$ cat src/rtl/secded_mem_ctrl.sv
// SECDED (Hamming 12,8 plus overall parity) memory controller with host port,
// single-error correction with writeback, and a background scrubber.
module secded_mem_ctrl #(
    parameter int SCRUB_INTERVAL = 64
) (
    input  logic        clk,
    input  logic        reset,
    input  logic        req_valid,
    output logic        req_ready,
    input  logic        req_write,
    input  logic [3:0]  req_addr,
    input  logic [7:0]  req_wdata,
    output logic        rsp_valid,
    output logic [7:0]  rsp_rdata,
    output logic [1:0]  rsp_err,
    input  logic        scrub_en,
    output logic        mem_we,
    output logic [3:0]  mem_addr,
    output logic [12:0] mem_wdata,
    input  logic [12:0] mem_rdata,
    output logic [7:0]  corr_count,
    output logic [7:0]  uncorr_count,
    output logic [3:0]  uncorr_addr
);

    typedef enum logic [2:0] {
        S_IDLE,
        S_WRITE,
        S_READ,
        S_CHECK,
        S_WB
    } state_t;

    localparam logic [7:0] SCRUB_LAST = 8'(SCRUB_INTERVAL - 1);

    // Returns {p8, p4, p2, p1, overall} for one data byte.
    function automatic logic [4:0] f_check(input logic [7:0] d);
        logic p1, p2, p4, p8;
        p1 = d[0] ^ d[1] ^ d[3] ^ d[4] ^ d[6];
        p2 = d[0] ^ d[2] ^ d[3] ^ d[5] ^ d[6];
        p4 = d[1] ^ d[2] ^ d[3] ^ d[7];
        p8 = d[4] ^ d[5] ^ d[6] ^ d[7];
        return {p8, p4, p2, p1, (^d) ^ p1 ^ p2 ^ p4 ^ p8};
    endfunction

    // Codeword position of each data bit.
    function automatic logic [3:0] f_dpos(input int idx);
        case (idx)
            0:       return 4'd3;
            1:       return 4'd5;
            2:       return 4'd6;
            3:       return 4'd7;
            4:       return 4'd9;
            5:       return 4'd10;
            6:       return 4'd11;
            default: return 4'd12;
        endcase
    endfunction

    state_t      r_state;
    state_t      w_state_next;
    logic [3:0]  r_addr;
    logic [7:0]  r_data;
    logic        r_src_scrub;
    logic [3:0]  r_scrub_ptr;
    logic [7:0]  r_scrub_timer;
    logic        r_scrub_pending;
    logic [7:0]  r_corr_count;
    logic [7:0]  r_uncorr_count;
    logic [3:0]  r_uncorr_addr;

    logic        w_accept;
    logic        w_scrub_start;
    logic [7:0]  w_rd_data;
    logic [4:0]  w_rd_chk;
    logic [4:0]  w_re_chk;
    logic [3:0]  w_synd;
    logic        w_par;
    logic        w_correctable;
    logic        w_uncorr;
    logic [7:0]  w_flip;
    logic [7:0]  w_corr_data;

    assign w_rd_data = mem_rdata[12:5];
    assign w_rd_chk  = mem_rdata[4:0];
    assign w_re_chk  = f_check(w_rd_data);
    assign w_synd    = w_re_chk[4:1] ^ w_rd_chk[4:1];
    assign w_par     = w_re_chk[0] ^ w_rd_chk[0];

    assign w_correctable = w_par && (w_synd <= 4'd12);
    assign w_uncorr      = (!w_par && (w_synd != 4'd0)) || (w_par && (w_synd >= 4'd13));

    // Syndromes pointing at parity positions leave the data untouched.
    generate
        for (genvar gi = 0; gi < 8; gi++) begin : g_flip
            assign w_flip[gi] = w_correctable && (w_synd == f_dpos(gi));
        end
    endgenerate

    assign w_corr_data = w_rd_data ^ w_flip;

    assign mem_addr     = r_addr;
    assign corr_count   = r_corr_count;
    assign uncorr_count = r_uncorr_count;
    assign uncorr_addr  = r_uncorr_addr;

    always_comb begin
        w_state_next  = r_state;
        w_accept      = 1'b0;
        w_scrub_start = 1'b0;
        req_ready     = 1'b0;
        mem_we        = 1'b0;
        mem_wdata     = 13'd0;
        rsp_valid     = 1'b0;
        rsp_rdata     = 8'd0;
        rsp_err       = 2'b00;

        case (r_state)
            S_IDLE: begin
                req_ready = 1'b1;
                if (req_valid) begin
                    w_accept     = 1'b1;
                    w_state_next = req_write ? S_WRITE : S_READ;
                end else if (r_scrub_pending) begin
                    w_scrub_start = 1'b1;
                    w_state_next  = S_READ;
                end
            end
            S_WRITE: begin
                mem_we       = 1'b1;
                mem_wdata    = {r_data, f_check(r_data)};
                rsp_valid    = 1'b1;
                w_state_next = S_IDLE;
            end
            S_READ: begin
                w_state_next = S_CHECK;
            end
            S_CHECK: begin
                if (!r_src_scrub) begin
                    rsp_valid = 1'b1;
                    rsp_rdata = w_uncorr ? w_rd_data : w_corr_data;
                    rsp_err   = w_uncorr ? 2'b10 : (w_correctable ? 2'b01 : 2'b00);
                end
                w_state_next = w_correctable ? S_WB : S_IDLE;
            end
            S_WB: begin
                mem_we       = 1'b1;
                mem_wdata    = {r_data, f_check(r_data)};
                w_state_next = S_IDLE;
            end
            default: w_state_next = S_IDLE;
        endcase

        // Reset aborts any in-flight operation without a memory write or response.
        if (reset) begin
            req_ready     = 1'b0;
            mem_we        = 1'b0;
            rsp_valid     = 1'b0;
            w_accept      = 1'b0;
            w_scrub_start = 1'b0;
        end
    end

    always_ff @(posedge clk) begin
        if (reset) begin
            r_state         <= S_IDLE;
            r_addr          <= 4'd0;
            r_data          <= 8'd0;
            r_src_scrub     <= 1'b0;
            r_scrub_ptr     <= 4'd0;
            r_scrub_timer   <= 8'd0;
            r_scrub_pending <= 1'b0;
            r_corr_count    <= 8'd0;
            r_uncorr_count  <= 8'd0;
            r_uncorr_addr   <= 4'd0;
        end else begin
            r_state <= w_state_next;

            if (w_accept) begin
                r_addr      <= req_addr;
                r_data      <= req_wdata;
                r_src_scrub <= 1'b0;
            end
            if (w_scrub_start) begin
                r_addr      <= r_scrub_ptr;
                r_src_scrub <= 1'b1;
            end

            if (r_state == S_CHECK) begin
                if (w_correctable) begin
                    r_data <= w_corr_data;
                    if (r_corr_count != 8'hFF) r_corr_count <= r_corr_count + 8'd1;
                end
                if (w_uncorr) begin
                    r_uncorr_addr <= r_addr;
                    if (r_uncorr_count != 8'hFF) r_uncorr_count <= r_uncorr_count + 8'd1;
                end
                if (r_src_scrub) r_scrub_ptr <= r_scrub_ptr + 4'd1;
            end

            if (!scrub_en) begin
                r_scrub_timer   <= 8'd0;
                r_scrub_pending <= 1'b0;
            end else if (!r_scrub_pending) begin
                if (r_scrub_timer == SCRUB_LAST) begin
                    r_scrub_timer   <= 8'd0;
                    r_scrub_pending <= 1'b1;
                end else begin
                    r_scrub_timer <= r_scrub_timer + 8'd1;
                end
            end else if (w_scrub_start) begin
                r_scrub_pending <= 1'b0;
            end
        end
    end

endmodule

$ cat config.mk
export PLATFORM = sky130hd
export DESIGN_NAME = secded_mem_ctrl
export DESIGN_NICKNAME = d
export VERILOG_FILES = /design/src/rtl/secded_mem_ctrl.sv
export SDC_FILE = /design/constraint.sdc
export NUM_CORES = 1
export LEC_CHECK = 0
export ABC_AREA = 0
export CAP_MARGIN = 20
export CORE_MARGIN = 2
export CORE_UTILIZATION = 40
export DETAILED_ROUTE_END_ITERATION = 8
export PLACE_DENSITY = 0.76
export SETUP_SLACK_MARGIN = 0.4
export SYNTH_ARGS = -nofsm -noshare
export SYNTH_HDL_FRONTEND = slang
export SYNTH_SLANG_ARGS = --single-unit
$ cat constraint.sdc
create_clock -name clk -period 3.3 [get_ports clk]
set_clock_uncertainty 0.1 [all_clocks]
set_input_delay 0.66 -clock clk [delete_from_list [all_inputs] [get_ports clk]]
set_output_delay 0.66 -clock clk [all_outputs]
set_load 0.1 [all_outputs]
==> results by group, run 1 <==
Run status
  – Status: finished, final reports clean

Yosys
  – Most used DFF post-synth: sky130_fd_sc_hd__dfxtp_1
  – Count of flip-flops with a built-in enable after synthesis: 0
  – Part of the Yosys area used for sequential elements: 33.0%
  – Synth top area cells: sky130_fd_sc_hd__dfxtp_1 (33%), sky130_fd_sc_hd__xnor2_1 (9.1%), sky130_fd_sc_hd__nor2_1 (7.3%)
  – Biggest area consumer among synthesized cells: sky130_fd_sc_hd__dfxtp_1
  – Mean instance size in the synthesized netlist: slightly below 9 um2
  – Syn. warnings: 0
  – Number of nets in the synthesized netlist: approximately 370
  – Area of the mapped netlist: between 2000 and 3000 um2
  – Mapped Cells: 338
  – Synth Register Bits: 49
  – Share of flip-flops with an asynchronous set or reset: 0%
  – Share of the synthesized area in the top cell type: between 30% and 40%
  – Distinct cell type count of the synthesized netlist: 43

Timing
  – Final hold violation count: 0
  – Count of endpoints failing setup in the final report: 0
  – Final period util: between 90% and 100%
  – Relative max-transition margin: between 40% and 50%
  – RSZ-0062 raised after global routing: true
  – Min Clock Period, post-route: around 3.2 ns
  – Transition time at the pin with the least slew margin: between 0.8 and 0.9 ns
  – Total negative slack for setup checks: 0 ns
  – Final Slew Violations: 0
  – Highest attainable clock frequency: approximately 0.31 GHz

Worst setup path
  – Maximum fanout count along the critical path: 3
  – Count of buffer and inverter cells on the critical path: 3
  – Worst EP arrival: approximately 2.5 ns
  – Worst-path cell chain: clkbuf_4 -> xnor2_2 -> xnor3_2 -> buf_6 -> o41ai_4 -> a21boi_4 -> nor2b_4 -> buf_12
  – Maximum single-stage delay on the critical path: between 0.4 and 0.5 ns
  – Endpoint required time on the critical path: 2.54 ns
  – Top cell family by delay on the critical path: XOR/XNOR gates
  – Worst Setup Path Type: input pin to primary output
  – Capturing element type of the critical path: primary output
  – Kind of start point of the critical path: input pin
  – CP max-delay cell: sky130_fd_sc_hd__xnor3_2

Placement
  – Number of I/O port buffers: 79
  – Post-Place Cell Area: between 4000 and 5000 um2
  – Number of placed instances with taps included: approximately 540
  – Routability Congestion: just over 0.9
  – Final HPWL from detailed placement: ~6100 um

Die
  – Area of the core: 7210 um2
  – Site row count: 31
  – Effective utilization at floorplan: 41.2%
  – Die boundary height: about 90 um
  – Count of boundary I/O pins: 80
  – Die Width: approximately 90 um
  – Total die area: between 8000 and 9000 um2

Final layout
  – Area occupied by registers: between 900 and 1000 um2
  – Antenna cell count: 0
  – Cell area after layout: between 4000 and 5000 um2
  – Area used by multi-input combinational logic: 2330 um2
  – Filler cells: a little under 600
  – Non-Filler Instances: 568
  – Layout cells sized above 1: 39.0%
  – Area added between synthesis and finish: 61.8%
  – Fin nets: between 500 and 600

Detailed routing
  – DRT antenna net count: 0
  – Average wire length per cell after detail routing: 15.7 um
  – First-iteration detailed-routing DRC count: ~110
  – Vias: approximately 2900
  – First-pass iteration count of the detailed router: 4
  – DRC errors left: 0
  – Vias per cell: ~5.1
  – Total wire length after detailed routing: just under 9000 um

Power and ir drop
  – Pleak: between 0.0015 and 0.002 uW
  – Psw: slightly above 700 uW
  – Combinational share of power: ~47%
  – Internal power summed over all cells: 1140 uW
  – Clock Power Share: a little under a fifth
  – Net Sw Frac: 38.3%
  – Power per cell area: 385 nW/um2
  – Portion of total power attributed to sequential cells: between 30% and 40%
  – Maximum vdd drop: between 0.2 and 0.25 mV

Clock tree
  – Buffer depth of the longest clock path: 2
  – Clock-pin slew on the worst setup and hold paths: around 0.09 ns
  – Clock root buffer master: sky130_fd_sc_hd__clkbuf_8
  – CTS H-tree depth: 2
  – Clock insertion delay at the later pin of the skew report: roughly 0.30 ns
  – CTS Sinks: 49
  – Clock tree from TritonCTS: yes
  – TritonCTS Buffers: 5

Global routing
  – GR met2 Demand/Resource: between 30% and 40%
  – Via count of the first global-routing pass: between 2000 and 3000
  – GR met1 Demand/Resource: approximately a quarter
  – Met3 demand-to-capacity share in global routing: between 5 and 6%
  – Overall Global Routing Usage: approximately a fifth
  – Number of antenna violations at the first check in global routing: 0
  – Global route total overflow: 0
  – Maximum number of pins on one net before global-route repair: 42
  – GR peak layer: met2
  – Global-route wire length before repair: roughly 14000 um

Min path
  – Hold/Removal Path Class: flop to flop

Job
  – Number of maximum-capacitance constraint violations: 0
registers in the layout (all words and copies together), names as in the netlist:
signal,count
r_state,3
r_scrub_ptr,4
r_data,8
uncorr_addr,4
uncorr_count,8
r_scrub_pending,1
r_src_scrub,1
mem_addr,4
r_scrub_timer,8
corr_count,8
area by class of cell:
cell class	instances	area share, %
multi-input cells	272	48.4
repair buffers	138	26.7
flip-flops and latches	49	20.4
well taps	99	2.57
clock buffers	6	1.51
clock inverters	2	0.312
inverters	2	0.156
cell usage after synthesis, drive strengths merged (4+ instances only):
library cell	instances
nor2	58
dfxtp	49
xnor2	35
a211oi	22
nand3	22
a21oi	17
nand2	17
xor2	16
clkbuf	10
mux2i	10
and2	9
and3	9
nand2b	7
o21ai	7
nor3	6
or3	6
buf	5
xnor3	5
ha	4
routing by layer:
metal	part of all wire, %	vias to the layer above
li1	-	1439
met1	42	1385
met2	52	64
met3	4.8	15
met4	1.9	0
met5	0	-
worst paths after layout:
| check | startpoint | to | slack, ns | cells past startpoint |
|---|---|---|---|---|
| setup / recovery | mem_rdata[7] | rsp_err[1] | 0.08 | 8 |
| hold / removal | uncorr_addr[2] | uncorr_addr[2] | 0.41 | 2 |
| setup reg to reg | r_state[2] | r_data[7] | 0.93 | 6 |
| hold reg to reg | uncorr_addr[2] | uncorr_addr[2] | 0.41 | 2 |
per-stage QoR:
stage	power, uW	setup slack [ns]	hold WS (ns)	util, %
floorplan	1080	0.0424	0.353	-
global placement	1290	-0.231	0.365	59.9
detailed placement	1300	-0.276	0.380	59.9
CTS	1780	0.100	0.393	65.1
global route	1930	0.0369	0.439	66.7
finish	1850	0.0778	0.405	66.7
worst min-delay path, delay by kind of cell (launching register included):
kind | cells | cell delay, ns
simple gates | 1 | 0.07
mux | 1 | 0.06
flops | 1 | 0.34
power by group through the flow:
stage	clock network [uW]	registers [uW]	logic, uW
finish	355	628	871
global route	388	631	910
CTS	361	627	792
detailed placement	0	641	654
global placement	0	640	646
floorplan	0	671	414
kinds of logic after synthesis:
family / Yosys count / synth area share (%)
AND/OR/NAND/NOR: 143 / 23.8
adder cells (fa/ha/maj): 4 / 1.68
flip-flops: 49 / 33.0
XOR/XNOR: 59 / 22.3
AO/OA/AOI/OAI: 56 / 13.3
buffers and inverters: 17 / 2.61
multiplexers: 10 / 3.36
cells in the final DEF (no fill, tap or decap), types with 8 or more instances in the layout:
cell and instances:
sky130_fd_sc_hd__buf_4 88, sky130_fd_sc_hd__dfxtp_1 49, sky130_fd_sc_hd__nor2_1 43, sky130_fd_sc_hd__a211oi_1 22, sky130_fd_sc_hd__xnor2_1 19, sky130_fd_sc_hd__nand3_1 18, sky130_fd_sc_hd__a21oi_1 16, sky130_fd_sc_hd__clkdlybuf4s50_1 16
sky130_fd_sc_hd__nand2_1 14, sky130_fd_sc_hd__nor2_4 14, sky130_fd_sc_hd__xor2_1 14, sky130_fd_sc_hd__buf_12 14, sky130_fd_sc_hd__mux2i_1 10, sky130_fd_sc_hd__buf_6 10, sky130_fd_sc_hd__and2_1 9, sky130_fd_sc_hd__and3_1 9
sky130_fd_sc_hd__xnor2_4 8, sky130_fd_sc_hd__xnor2_2 8
what timing repair did:
action                     CTS  global route
gates resized for setup     90            10
pin swaps                   32            32
buffers inserted            12             9
hold buffers                 0             0
setup endpoints to repair   27            10
gates cloned                 0             0
Power figures use the tool's default switching activity.
==> run 2, diff against run 1 <==
--- a/config.mk
+++ b/config.mk
@@ -15,3 +15,4 @@
 export SYNTH_ARGS = -nofsm -noshare
 export SYNTH_HDL_FRONTEND = slang
 export SYNTH_SLANG_ARGS = --single-unit
+export TNS_END_PERCENT = 100
==> results of run 2 <==
No change in the layout: final DEF, timing and power equal those of run 1.
==> run 3, diff against run 2 <==
--- a/config.mk
+++ b/config.mk
@@ -10,6 +10,7 @@
 export CORE_MARGIN = 2
 export CORE_UTILIZATION = 40
 export DETAILED_ROUTE_END_ITERATION = 8
+export MAX_ROUTING_LAYER = met4
 export PLACE_DENSITY = 0.76
 export SETUP_SLACK_MARGIN = 0.4
 export SYNTH_ARGS = -nofsm -noshare
==> run 3 against run 2 <==
  * Worst hold slack about the same
  * Utilization is 0.35 points higher
  * Largest cell class unchanged
  * Clock power barely moved
  * Die area unchanged
  * Via count increased by 0.28%
  * Global-route usage is 0.63 points higher
  * First-iteration DRC count is 7.3% higher
  * Wire length increased by 0.87%
  * Sequential power about the same
  * Non-clock buffer count grew 1
  * Critical path depth increased by 2
  * Sequential share of layout area fell by 0.11 points
==> results by group, run 3 (synthesis gave the netlist of run 1 again) <==
Die
  – Die boundary height: 90.2 um (unchanged)
  – Count of boundary I/O pins: 80 (unchanged)
  – Effective utilization at floorplan: 41.2% (unchanged)
  – Die Width: 90.2 um (unchanged)
  – Area of the core: 7210 um2 (unchanged)
  – Total die area: 8140 um2 (unchanged)
  – Site row count: 31 (unchanged)

Global routing
  – Overall Global Routing Usage: 22.0% (+0.63 points)
  – Global route total overflow: 0 (unchanged)
  – Maximum number of pins on one net before global-route repair: 42 (unchanged)
  – Global-route wire length before repair: 14100 um (about the same)
  – Number of antenna violations at the first check in global routing: 0 (unchanged)
  – Via count of the first global-routing pass: 2874 (-0.035%)

Power and ir drop
  – Internal power summed over all cells: 1150 uW (+0.57%)
  – Power per cell area: 385 nW/um2 (about the same)
  – Pleak: 0.00194 uW (+0.40%)
  – Combinational share of power: 47.3% (+0.3 points)
  – Clock Power Share: 19.0% (about the same)
  – Psw: 713 uW (+0.45%)
  – Portion of total power attributed to sequential cells: 33.7% (-0.2 points)
  – Net Sw Frac: 38.2% (about the same)
  – Maximum vdd drop: 0.243 mV (-1.0%)

Timing
  – Final period util: 97.4% (-0.22 points)
  – Transition time at the pin with the least slew margin: 0.819 ns (+0.00389 ns)
  – Highest attainable clock frequency: 0.311 GHz (+0.23%)
  – Min Clock Period, post-route: 3.21 ns (-0.00729 ns)
  – Relative max-transition margin: 45.4% (-0.26 points)
  – Count of endpoints failing setup in the final report: 0 (unchanged)
  – Final hold violation count: 0 (unchanged)
  – RSZ-0062 raised after global routing: true
  – Final Slew Violations: 0 (unchanged)

Final layout
  – Antenna cell count: 0 (unchanged)
  – Filler cells: 577 (-0.86%)
  – Area used by multi-input combinational logic: 2340 um2 (+0.48%)
  – Final core occ: 67.1% (+0.35 points)
  – Area occupied by registers: 981 um2 (unchanged)
  – Area added between synthesis and finish: 62.7%
  – Layout cells sized above 1: 39.4% (+0.34 points)
  – Non-Filler Instances: 569 (+0.18%)
  – Fin nets: 503 (+0.20%)
  – Top library cells by usage in the layout, fill and taps aside: sky130_fd_sc_hd__buf_4 (89), sky130_fd_sc_hd__dfxtp_1 (49), sky130_fd_sc_hd__nor2_1 (43)
  – Leading cell type in the layout, fill and taps excluded: sky130_fd_sc_hd__buf_4

Worst setup path
  – CP max-delay cell: sky130_fd_sc_hd__xnor3_2
  – Worst Setup Path Type: input pin to primary output
  – Worst-path cell chain: buf_6 -> buf_6 -> xnor2_4 -> xnor3_2 -> nand2_4 -> nor2_4 -> xnor2_2 -> buf_4 -> nor2_4 -> buf_12
  – Timing startpoint of the critical path: mem_rdata[5]
  – Reg-to-reg setup timing slack: 0.93 ns (about the same)
  – RR Startpoint: r_state[2]
  – Endpoint required time on the critical path: 2.54 ns (about the same)
  – Worst r2r dst: r_data[7]
  – Worst EP arrival: 2.45 ns (about the same)
  – Maximum single-stage delay on the critical path: 0.58 ns (+0.09 ns)
  – Capturing element type of the critical path: primary output
  – Kind of start point of the critical path: input pin
  – R2r worst-path depth: 6 (unchanged)
  – Maximum fanout count along the critical path: 4 (+1)

Min path
  – Worst hold path startpoint: uncorr_addr[2]
  – Number of cells traversed by the worst hold path: 2 (unchanged)
  – WHS Endpoint: uncorr_addr[2]
  – Hold/Removal Path Class: flop to flop

Detailed routing
  – First-iteration detailed-routing DRC count: 117 (+7.3%)
  – First-pass iteration count of the detailed router: 4 (unchanged)
  – Total wire length after detailed routing: 8970 um (+0.87%)
  – Vias per cell: 5.12 (about the same)
  – Vias: 2911 (+0.28%)
  – DRC errors left: 0 (unchanged)
  – DRT antenna net count: 0 (unchanged)
  – Average wire length per cell after detail routing: 15.8 um (+0.69%)

Clock tree
  – CTS Sinks: 49 (unchanged)
  – Clock root buffer master: sky130_fd_sc_hd__clkbuf_8
  – TritonCTS Buffers: 5 (unchanged)
  – Buffer depth of the longest clock path: 2 (unchanged)
  – Clock-pin slew on the worst setup and hold paths: 0.09 ns (about the same)
  – Clock insertion delay at the later pin of the skew report: 0.31 ns (about the same)
  – Post-CTS Hold Fix Bufs: 0 (unchanged)
  – Clock tree from TritonCTS: yes
  – CTS H-tree depth: 2 (unchanged)

Placement
  – Final HPWL from detailed placement: 6070 um (unchanged)
  – Number of I/O port buffers: 79 (unchanged)
  – Number of placed instances with taps included: 539 (unchanged)
  – Routability Congestion: 0.925 (+1.7%)

Job
  – Number of maximum-capacitance constraint violations: 0 (unchanged)

Run status
  – Status: finished, final reports clean
[run 3: cell types whose count changed in the layout (fill, tap and decap cells not counted), sizes merged]
cell and delta:
buf +3, clkbuf -1, dlygate4sd2 -1
[run 3: worst max-delay path by stage]
stage                        end  slack, ns  cells after the start
floorplan             rsp_err[1]       0.04                      6
CTS                 rsp_rdata[2]       0.10                      9
detailed placement  rsp_rdata[2]      -0.28                      9
finish              rsp_rdata[3]       0.09                     10
global route          rsp_err[1]       0.05                      8
global placement      rsp_err[1]      -0.23                      8
[run 3: power groups by stage]
stage	Combinational [uW]	Clock (uW)	Sequential, uW
finish	881	354	628
global route	922	387	631
CTS	792	361	627
detailed placement	654	0	641
global placement	646	0	640
floorplan	414	0	671
[run 3: critical path: cells and delay by family]
kind	cells	cell delay [ns]
buf+inv	4	0.56
xor+xnor	3	0.91
simple gates	3	0.31
[run 3: stage by stage]
stage,setup slack [ns],area (um2),hold WS (ns),setup TNS [ns],total power (uW)
2_1_floorplan,0.0424,3150,0.353,0,1080
3_3_place_gp,-0.231,4320,0.365,-2.13,1290
3_5_place_dp,-0.276,4320,0.380,-3.20,1300
4_1_cts,0.100,4700,0.393,0,1780
5_1_grt,0.0520,4840,0.439,0,1940
6_report,0.0851,4840,0.405,0,1860
[run 3: layout make-up]
cell class / count / area share, %
repair buffers: 139 / 26.8
inverters: 2 / 0.155
well taps: 99 / 2.56
clock buffers: 6 / 1.50
multi-input cells: 272 / 48.4
flip-flops and latches: 49 / 20.3
clock inverters: 2 / 0.310
[run 3: timing repair]
action | in CTS | in global routing
setup buffers | 12 | 10
gates resized for setup | 90 | 16
setup endpoints to repair | 27 | 10
cloned | 0 | 0
pin swaps | 32 | 31
hold endpoints to repair | 0 | 0
[run 3: routing by layer]
metal,up-vias,global-route usage [%],wire length (um)
met5,-,-,0
met4,0,6.67,172
met3,17,5.03,392
met2,71,38.4,4650
met1,1378,25.2,3760
li1,1445,-,-
